## src/rtl/md_pkg.sv

```systemverilog
// Shared encodings for the multiply/divide unit. The EX stage imports this
// package for the MDFunc encoding it drives onto md_unit.func.
package md_pkg;

  localparam int MD_XLEN = 32;

  typedef enum logic [2:0] {
    MD_NOP  = 3'b000,
    MD_MULT = 3'b001,
    MD_DIV  = 3'b010,
    MD_MTHI = 3'b011,
    MD_MTLO = 3'b100
  } md_func_t;

  typedef enum logic [1:0] {
    IDLE = 2'd0,
    MUL  = 2'd1,
    DIV  = 2'd2,
    FIX  = 2'd3
  } md_state_t;

endpackage

```

## src/rtl/md_sign_fix.sv

```systemverilog
// Conditional two's-complement negate. Used as |x| on operand entry and as
// the final sign correction of product, quotient and remainder.
module md_sign_fix #(
  parameter int W = 32
) (
  input  logic [W-1:0] i_val,
  input  logic         i_neg,
  output logic [W-1:0] o_val
);

  assign o_val = i_neg ? (~i_val + 1'b1) : i_val;

endmodule

```

## src/rtl/md_unit.sv

```systemverilog
// Iterative multiply/divide unit with architectural HI/LO registers.
// Shift-add multiply and restoring divide, one bit per cycle, operating on
// magnitudes with the sign applied in a final FIX cycle.
// Optional macro MD_FAST_MUL_EN: MULT uses a single-cycle multiplier instead
// of the iterative path; DIV is unaffected.
module md_unit
  import md_pkg::*;
#(
  parameter int XLEN        = MD_XLEN,
  parameter int ITER_CYCLES = MD_XLEN
) (
  input  logic            clk,
  input  logic            rst,
  input  logic            start,
  input  md_func_t        func,
  input  logic            is_sign,
  input  logic [XLEN-1:0] a,
  input  logic [XLEN-1:0] b,
  input  logic            cancel,
  output logic            busy,
  output logic            done,
  output logic [XLEN-1:0] hi,
  output logic [XLEN-1:0] lo
);

  localparam int CW = $clog2(ITER_CYCLES + 1);

  md_state_t         r_state, w_state_nxt;
  logic [2*XLEN-1:0] r_acc, w_acc_nxt;   // MUL: {partial, multiplier}; DIV: {rem, quo}
  logic [XLEN-1:0]   r_b, w_b_nxt;
  logic [XLEN-1:0]   r_hi, w_hi_nxt;
  logic [XLEN-1:0]   r_lo, w_lo_nxt;
  logic [CW-1:0]     r_cnt, w_cnt_nxt;
  logic              r_sgn_q, w_sgn_q_nxt;  // sign of product / quotient
  logic              r_sgn_r, w_sgn_r_nxt;  // sign of remainder
  logic              r_dz, w_dz_nxt;
  logic              r_is_div, w_is_div_nxt;
  logic              r_done, w_done_nxt;

  logic [XLEN-1:0]   w_abs_a, w_abs_b;
  logic [2*XLEN-1:0] w_prod_fix;
  logic [XLEN-1:0]   w_quo_fix, w_rem_fix;
  logic [XLEN:0]     w_madd, w_shift, w_diff;
  logic [2*XLEN-1:0] w_mul_step, w_div_step;
  logic              w_last;

  md_sign_fix #(.W(XLEN)) u_abs_a (
    .i_val(a), .i_neg(is_sign & a[XLEN-1]), .o_val(w_abs_a)
  );
  md_sign_fix #(.W(XLEN)) u_abs_b (
    .i_val(b), .i_neg(is_sign & b[XLEN-1]), .o_val(w_abs_b)
  );
  md_sign_fix #(.W(2*XLEN)) u_fix_prod (
    .i_val(r_acc), .i_neg(r_sgn_q), .o_val(w_prod_fix)
  );
  md_sign_fix #(.W(XLEN)) u_fix_quo (
    .i_val(r_acc[XLEN-1:0]), .i_neg(r_sgn_q), .o_val(w_quo_fix)
  );
  md_sign_fix #(.W(XLEN)) u_fix_rem (
    .i_val(r_acc[2*XLEN-1:XLEN]), .i_neg(r_sgn_r), .o_val(w_rem_fix)
  );

  // Shift-add: add multiplicand into the upper half when the current
  // multiplier bit is set, then shift the whole accumulator right.
  assign w_madd     = {1'b0, r_acc[2*XLEN-1:XLEN]} + (r_acc[0] ? {1'b0, r_b} : {(XLEN+1){1'b0}});
  assign w_mul_step = {w_madd, r_acc[XLEN-1:1]};

  // Restoring divide: remainder is always below the divisor, so the shifted
  // value fits in XLEN+1 bits and the top bit of the difference is the borrow.
  assign w_shift    = {r_acc[2*XLEN-1:XLEN], r_acc[XLEN-1]};
  assign w_diff     = w_shift - {1'b0, r_b};
  assign w_div_step = w_diff[XLEN] ? {w_shift[XLEN-1:0], r_acc[XLEN-2:0], 1'b0}
                                   : {w_diff[XLEN-1:0],  r_acc[XLEN-2:0], 1'b1};

  assign w_last = (r_cnt == CW'(ITER_CYCLES - 1));

`ifdef MD_FAST_MUL_EN
  // Low 2*XLEN bits of the product of extended operands are exact for both
  // signed and unsigned interpretations.
  logic [2*XLEN-1:0] w_fa, w_fb, w_fprod;
  assign w_fa    = {{XLEN{is_sign & a[XLEN-1]}}, a};
  assign w_fb    = {{XLEN{is_sign & b[XLEN-1]}}, b};
  assign w_fprod = w_fa * w_fb;
`endif

  // Next-state and datapath update; cancel in any busy state wins.
  always_comb begin
    w_state_nxt  = r_state;
    w_acc_nxt    = r_acc;
    w_b_nxt      = r_b;
    w_hi_nxt     = r_hi;
    w_lo_nxt     = r_lo;
    w_cnt_nxt    = r_cnt;
    w_sgn_q_nxt  = r_sgn_q;
    w_sgn_r_nxt  = r_sgn_r;
    w_dz_nxt     = r_dz;
    w_is_div_nxt = r_is_div;
    w_done_nxt   = 1'b0;
    if (r_state != IDLE && cancel) begin
      w_state_nxt = IDLE;
    end else begin
      case (r_state)
        IDLE: begin
          if (start && !cancel) begin
            w_acc_nxt   = {{XLEN{1'b0}}, w_abs_a};
            w_b_nxt     = w_abs_b;
            w_cnt_nxt   = '0;
            w_sgn_q_nxt = is_sign & (a[XLEN-1] ^ b[XLEN-1]);
            w_sgn_r_nxt = is_sign & a[XLEN-1];
            w_dz_nxt    = (b == '0);
            case (func)
              MD_MULT: begin
`ifdef MD_FAST_MUL_EN
                w_hi_nxt   = w_fprod[2*XLEN-1:XLEN];
                w_lo_nxt   = w_fprod[XLEN-1:0];
                w_done_nxt = 1'b1;
`else
                w_is_div_nxt = 1'b0;
                w_state_nxt  = MUL;
`endif
              end
              MD_DIV: begin
                w_is_div_nxt = 1'b1;
                w_state_nxt  = DIV;
              end
              MD_MTHI: w_hi_nxt = a;
              MD_MTLO: w_lo_nxt = a;
              default: ;
            endcase
          end
        end
        MUL: begin
          w_acc_nxt = w_mul_step;
          w_cnt_nxt = r_cnt + 1'b1;
          if (w_last) w_state_nxt = FIX;
        end
        DIV: begin
          w_acc_nxt = w_div_step;
          w_cnt_nxt = r_cnt + 1'b1;
          if (w_last) w_state_nxt = FIX;
        end
        FIX: begin
          if (r_is_div) begin
            w_hi_nxt = w_rem_fix;
            w_lo_nxt = r_dz ? {XLEN{1'b1}} : w_quo_fix;
          end else begin
            w_hi_nxt = w_prod_fix[2*XLEN-1:XLEN];
            w_lo_nxt = w_prod_fix[XLEN-1:0];
          end
          w_done_nxt  = 1'b1;
          w_state_nxt = IDLE;
        end
        default: w_state_nxt = IDLE;
      endcase
    end
  end

  // State and register update with synchronous reset.
  always_ff @(posedge clk) begin
    if (rst) begin
      r_state  <= IDLE;
      r_acc    <= '0;
      r_b      <= '0;
      r_hi     <= '0;
      r_lo     <= '0;
      r_cnt    <= '0;
      r_sgn_q  <= 1'b0;
      r_sgn_r  <= 1'b0;
      r_dz     <= 1'b0;
      r_is_div <= 1'b0;
      r_done   <= 1'b0;
    end else begin
      r_state  <= w_state_nxt;
      r_acc    <= w_acc_nxt;
      r_b      <= w_b_nxt;
      r_hi     <= w_hi_nxt;
      r_lo     <= w_lo_nxt;
      r_cnt    <= w_cnt_nxt;
      r_sgn_q  <= w_sgn_q_nxt;
      r_sgn_r  <= w_sgn_r_nxt;
      r_dz     <= w_dz_nxt;
      r_is_div <= w_is_div_nxt;
      r_done   <= w_done_nxt;
    end
  end

  assign busy = (r_state != IDLE);
  assign done = r_done;
  assign hi   = r_hi;
  assign lo   = r_lo;

endmodule

```

## config.mk

```make
export PLATFORM = sky130hd
export DESIGN_NAME = md_unit
export DESIGN_NICKNAME = d
export VERILOG_FILES = /design/src/rtl/md_pkg.sv /design/src/rtl/md_sign_fix.sv /design/src/rtl/md_unit.sv
export SDC_FILE = /design/constraint.sdc
export NUM_CORES = 1
export LEC_CHECK = 0
export BUFFER_PORTS_ARGS = -buffer_cell sky130_fd_sc_hd__buf_2
export CAP_MARGIN = 20
export CELL_PAD_IN_SITES_DETAIL_PLACEMENT = 0
export CELL_PAD_IN_SITES_GLOBAL_PLACEMENT = 2
export CORE_MARGIN = 2
export CORE_UTILIZATION = 39
export DETAILED_ROUTE_END_ITERATION = 12
export PLACE_DENSITY = 0.86
export SLEW_MARGIN = 10
export SYNTH_ARGS = -nofsm -noshare
export SYNTH_HDL_FRONTEND = slang
export SYNTH_HIERARCHICAL = 1
export SYNTH_SLANG_ARGS = --single-unit
```

## constraint.sdc

```tcl
create_clock -name clk -period 7.4 [get_ports clk]
set_input_delay 0.37 -clock clk [delete_from_list [all_inputs] [get_ports clk]]
set_output_delay 0.37 -clock clk [all_outputs]
set_load 0.02 [all_outputs]
```

== Word-level counts from Yosys, hierarchy flattened ==
Index checks and enable logic that the tools add are counted.
Word-level totals
  input port bits: 72
  register bits: 173
  memories: 0
  logic and storage cells: 87
  bits in latches: 0
  output and inout port bits: 66
  RAM bits: 0
  memory bits (read-only): 0
Cells by class
  mux-type cells: 26
  equal/unequal tests: 13
  magnitude comparators: 0
  multiply operators: 0
  div/mod/pow operators: 0
  shift operators: 0
  bitwise gates (word level): 10
  add/sub/neg operators: 8
  reduce and logical (&&, ||, !) cells: 19
Operators with widths (count)
  32-bit two-way mux: 12
  64-bit two-way mux: 3
  64-bit case mux with 3 select lines: 1
  32-bit by 1-bit adder with 32-bit output, second input constant: 4
  32-bit inverter: 4
  32-bit case mux with 2 select lines: 2
  64-bit by 1-bit adder with 64-bit output, second input constant: 1
  64-bit inverter: 1
  32-bit by 32-bit adder with 33-bit output: 1
  33-bit by 32-bit subtractor with 33-bit output: 1
  32-bit logical NOT: 1
  6-bit case mux with 2 select lines: 1
  3-bit AND reduction: 4
  4-bit AND reduction: 3
  2-bit nonzero test: 4
  6-bit by 1-bit adder with 6-bit output, second input constant: 1
  3-bit by 2-bit == test with 1-bit output, second input constant: 2
  6-bit by 5-bit == test with 1-bit output, second input constant: 1
  6-bit two-way mux: 1
  2-bit by 1-bit inequality test with 1-bit output, second input constant: 3
  2-bit case mux with 3 select lines: 1
  2-bit == test, second input constant: 2
  2-bit two-way mux: 2
  2-bit case mux with 2 select lines: 1
  other kinds (15): 19

== Logic depth before layout (Yosys ltp) ==
  word-level depth: 6
  gate-level depth with buffers: 15
  gate-level depth less buffers: 14

== By module ==
The synthesis kept the hierarchy.
Modules (own cells, without submodules)
  md_unit: times used 1, area each 11852.6 um^2, seq. area each 3463.3 um^2, cells each 1537
  md_sign_fix at u_abs_a ...: times used 4, area each 777.0 um^2, seq. area each 0.0 um^2, cells each 99
  md_sign_fix at u_fix_prod: times used 1, area each 1530.2 um^2, seq. area each 0.0 um^2, cells each 197

== Worst setup path after synthesis ==
No wires, ideal clock.
  path type: register to register
  start: reg r_acc[0]
  end: reg r_acc[61]
  setup slack: 3.993 ns
  path buffers: 1
  period minus slack after synthesis: 3.407 ns
  stages on the path, launching flop included: 16
  data required time: 7.274 ns
  arrival time: 3.281 ns
  library setup time: 0.126 ns
  cells stage by stage: dfxtp_1 clkbuf_1 and2_1 ha_1 inv_1 fa_1 nand2b_1 a21o_1 a2111oi_4 a2111oi_4 o221ai_2 a31oi_1 o41ai_2 mux2i_1 a21o_1 o211ai_1
On the way
  cells in the longest elaborated chain, start to end: 3
RTL lines
  from (decl): line md_unit.sv:29  | logic [2*XLEN-1:0] r_acc, w_acc_nxt;
  from (signal assigned): line md_unit.sv:174  | r_acc <= w_acc_nxt;
  32-bit two-way mux: line md_unit.sv:65  | assign w_madd = {1'b0, r_acc[2*XLEN-1:XLEN]} + (r_acc[0] ? {1'b0, r_b} : {(XLEN+1){1'b0}});
  32-bit by 32-bit adder with 33-bit output: line md_unit.sv:65
  64-bit case mux with 3 select lines: line md_unit.sv:102  | case (r_state)
Every way passes these cells.
A chain may end at the register's enable or synchronous reset.

== Worst setup path after layout ==
  start: reg r_acc[31]
  end: reg r_acc[48]
On the way
  cells in the longest elaborated chain, start to end: 3
RTL lines
  33-bit by 32-bit subtractor with 33-bit output: line md_unit.sv:71  | assign w_diff = w_shift - {1'b0, r_b};
  64-bit two-way mux: line md_unit.sv:72  | assign w_div_step = w_diff[XLEN] ? {w_shift[XLEN-1:0], r_acc[XLEN-2:0], 1'b0}
  64-bit case mux with 3 select lines: line md_unit.sv:102
Every way passes these cells.

==> reports/results.ini <==
[status]
status=finished clean

[cts]
numCtsBuffers=17
cts.repair.resized=0
cts_max_level=4
clk_pin_slew_worst_paths_ns=0.08
clkLatencyLatePin_ns=0.47
cts_hold_buf=0
cts_setup_buffers=0
numClockSinks=173
tritoncts=done
cts_max_path_buffers=2
cts-root-buf=clkbuf_16

[worst_setup_path]
arrival_ns=4.50
startpoint_type=flop
end_kind=flop
critPathKind=reg -> reg
worstPathRequired_ns=7.77
crit_fanout=29

[global_routing]
grt_pass1_wl_um=92000
grt_pass1_vias=15600
grt-ovfl-total=0
grt_max_degree=90
antenna_found_initial=0
track_usage_pct=26.7

[logic_synthesis]
synth_largest_area_cell=dfxtp_1
synth_most_common_cell=nand2_1
syn_avg_cell_area_um2=7.74
synth_nets=2278
yosys-top-cells-area=dfxtp_1 21%, xnor2_1 12%, nand2_1 7.2%, ha_1 5.6%, a21oi_1 4.6%
yosys_warnings=6
synthFlopType=dfxtp_1
synth_edf_count=0
synthArstFlopShare_pct=0
synthCells=2130
yosysTopAreaCellShare_pct=21.0
ys_types=87
syn_area_um2=16500
ys_seq_area_share_pct=21.0
yosys-top-cells-count=315 x nand2_1, 218 x xnor2_1, 173 x dfxtp_1
ys_seq_elements=173

[route]
ant_nets=0
num_vias=16400
dr.pass1.iters=5
routedWlPerCell_um=21.9
viasPerCell=6.00
route.detailed.drc=0
drt_iter0_drc=1213
wl_um=59800

[timing]
fmax_mhz=242
slew_viol_final=0
setup_viol=0
finalClockSkew_ns=0.0136
min_period_ns=4.13
tightest_slew_ns=1.05
rsz0062_at_grt=false
slew_headroom_pct=29.7
holdWs_ns=0.211
finalCritPeriodShare_pct=55.8
finalSetupTns_ns=0
timing.final.ws_setup_ns=3.27
hold_viol=0

[die]
core_area_um2=41900
num_rows=75
die_area_um2=43900
die_w_um=210
io_pins=138
initial_utilization_pct=39.4
die_h_um=210

[power_and_ir_drop]
ir_drop_v=0.000126
power.density_nw_per_um2=200
leakagePower_nw=6.72

[cells_and_area]
drive_gt1_share_pct=13.4
seqCellArea_um2=3470
nets=2327
nFillCells=4345
stdcell_count=2731
multi_input_area_um2=12300
syn2layout_area_growth_pct=9.80
antenna_cells=0

[placed_design]
place_ws_ns=3.37
dpl.cell_count=2699
gp_congestion=0.889
numPortBuffers=137
place_hpwl_um=43700

[worst_hold_path]
hold_path_class=in -> reg

[job]
maxCapViolCount=0

-- per-layer routing --
layer,part of all wire (%),up-vias,track usage [%]
li1,-,7969,-
met1,45,7952,34.6
met2,48,391,46.1
met3,3.3,77,2.45
met4,3.1,0,9.78
met5,0,-,0
-- state kept, by name (all words and copies together) (netlist names), 2 cells and up --
signal   flops
hi          32
lo          32
r_acc       64
r_b         32
r_cnt        6
r_state      2
-- metrics by stage --
step           power, mW  utilization, %  cell area, um2
6_report            3.63            43.3           18100
5_1_grt             3.83            43.3           18100
4_1_cts             3.64            43.3           18100
3_5_place_dp        2.74            41.9           17600
3_3_place_gp        2.73            41.9           17600
2_1_floorplan       2.24               -           16500
-- cell families (layout without fill, tap and decap cells) --
logic type / Yosys count / in the layout / synth area share (%)
flops: 173 / 173 / 21.0
fa+ha+maj: 76 / 76 / 5.86
xor+xnor: 243 / 243 / 12.9
compound gates: 633 / 633 / 28.1
buf+inv: 197 / 259 / 4.78
mux: 59 / 59 / 3.60
simple gates: 749 / 749 / 23.8
-- cell type report --
class | count | share of cell area (%)
multi-input cells | 1760 | 67.9
repair buffers | 162 | 4.84
inverters | 65 | 1.35
clock inverters | 15 | 0.719
well taps | 539 | 3.72
clock buffers | 17 | 2.35
flip-flops and latches | 173 | 19.1
-- layout by cell type (no fill, tap or decap), drive strengths merged, types with 41 or more instances in the layout --
cell,n
o31ai,56
a21oi,155
nor2,125
o21ai,116
xnor2,218
nor4,42
inv,72
o221ai,41
buf,162
dfxtp,173
mux2i,57
ha,74
o41ai,53
nand2,316
or3,48
-- worst paths after layout --
path | start | end | slack [ns] | cells past startpoint
max | r_acc[31]$_SDFFE_PP0P_ | r_acc[48]$_SDFFE_PP0P_ | 3.27 | 15
min | func[1] | r_is_div$_SDFFE_PP0P_ | 0.21 | 3
max reg2reg | r_acc[31]$_SDFFE_PP0P_ | r_acc[48]$_SDFFE_PP0P_ | 3.27 | 15
min reg2reg | hi[16]$_SDFFE_PP0P_ | hi[16]$_SDFFE_PP0P_ | 0.45 | 2
-- critical path: stages, from the launching register on --
cell	delay (ns)
dfxtp_1	0.41
inv_1	0.09
ha_1	0.17
inv_1	0.06
fa_1	0.42
a211oi_1	0.32
o21ai_0	0.16
a21oi_1	0.43
o22ai_1	0.25
o22ai_2	0.27
mux2i_1	0.15
nand2_2	0.27
buf_4	0.47
mux2i_1	0.24
nand2_1	0.06
a221oi_1	0.25
-- report_power, final --
group	switching [mW]	total, mW	internal (mW)
clock	0.457	0.899	0.442
sequential	0.155	1.17	1.02
combinational	1.01	1.55	0.549
total	1.62	3.63	2.01
Power figures use the tool's default switching activity.
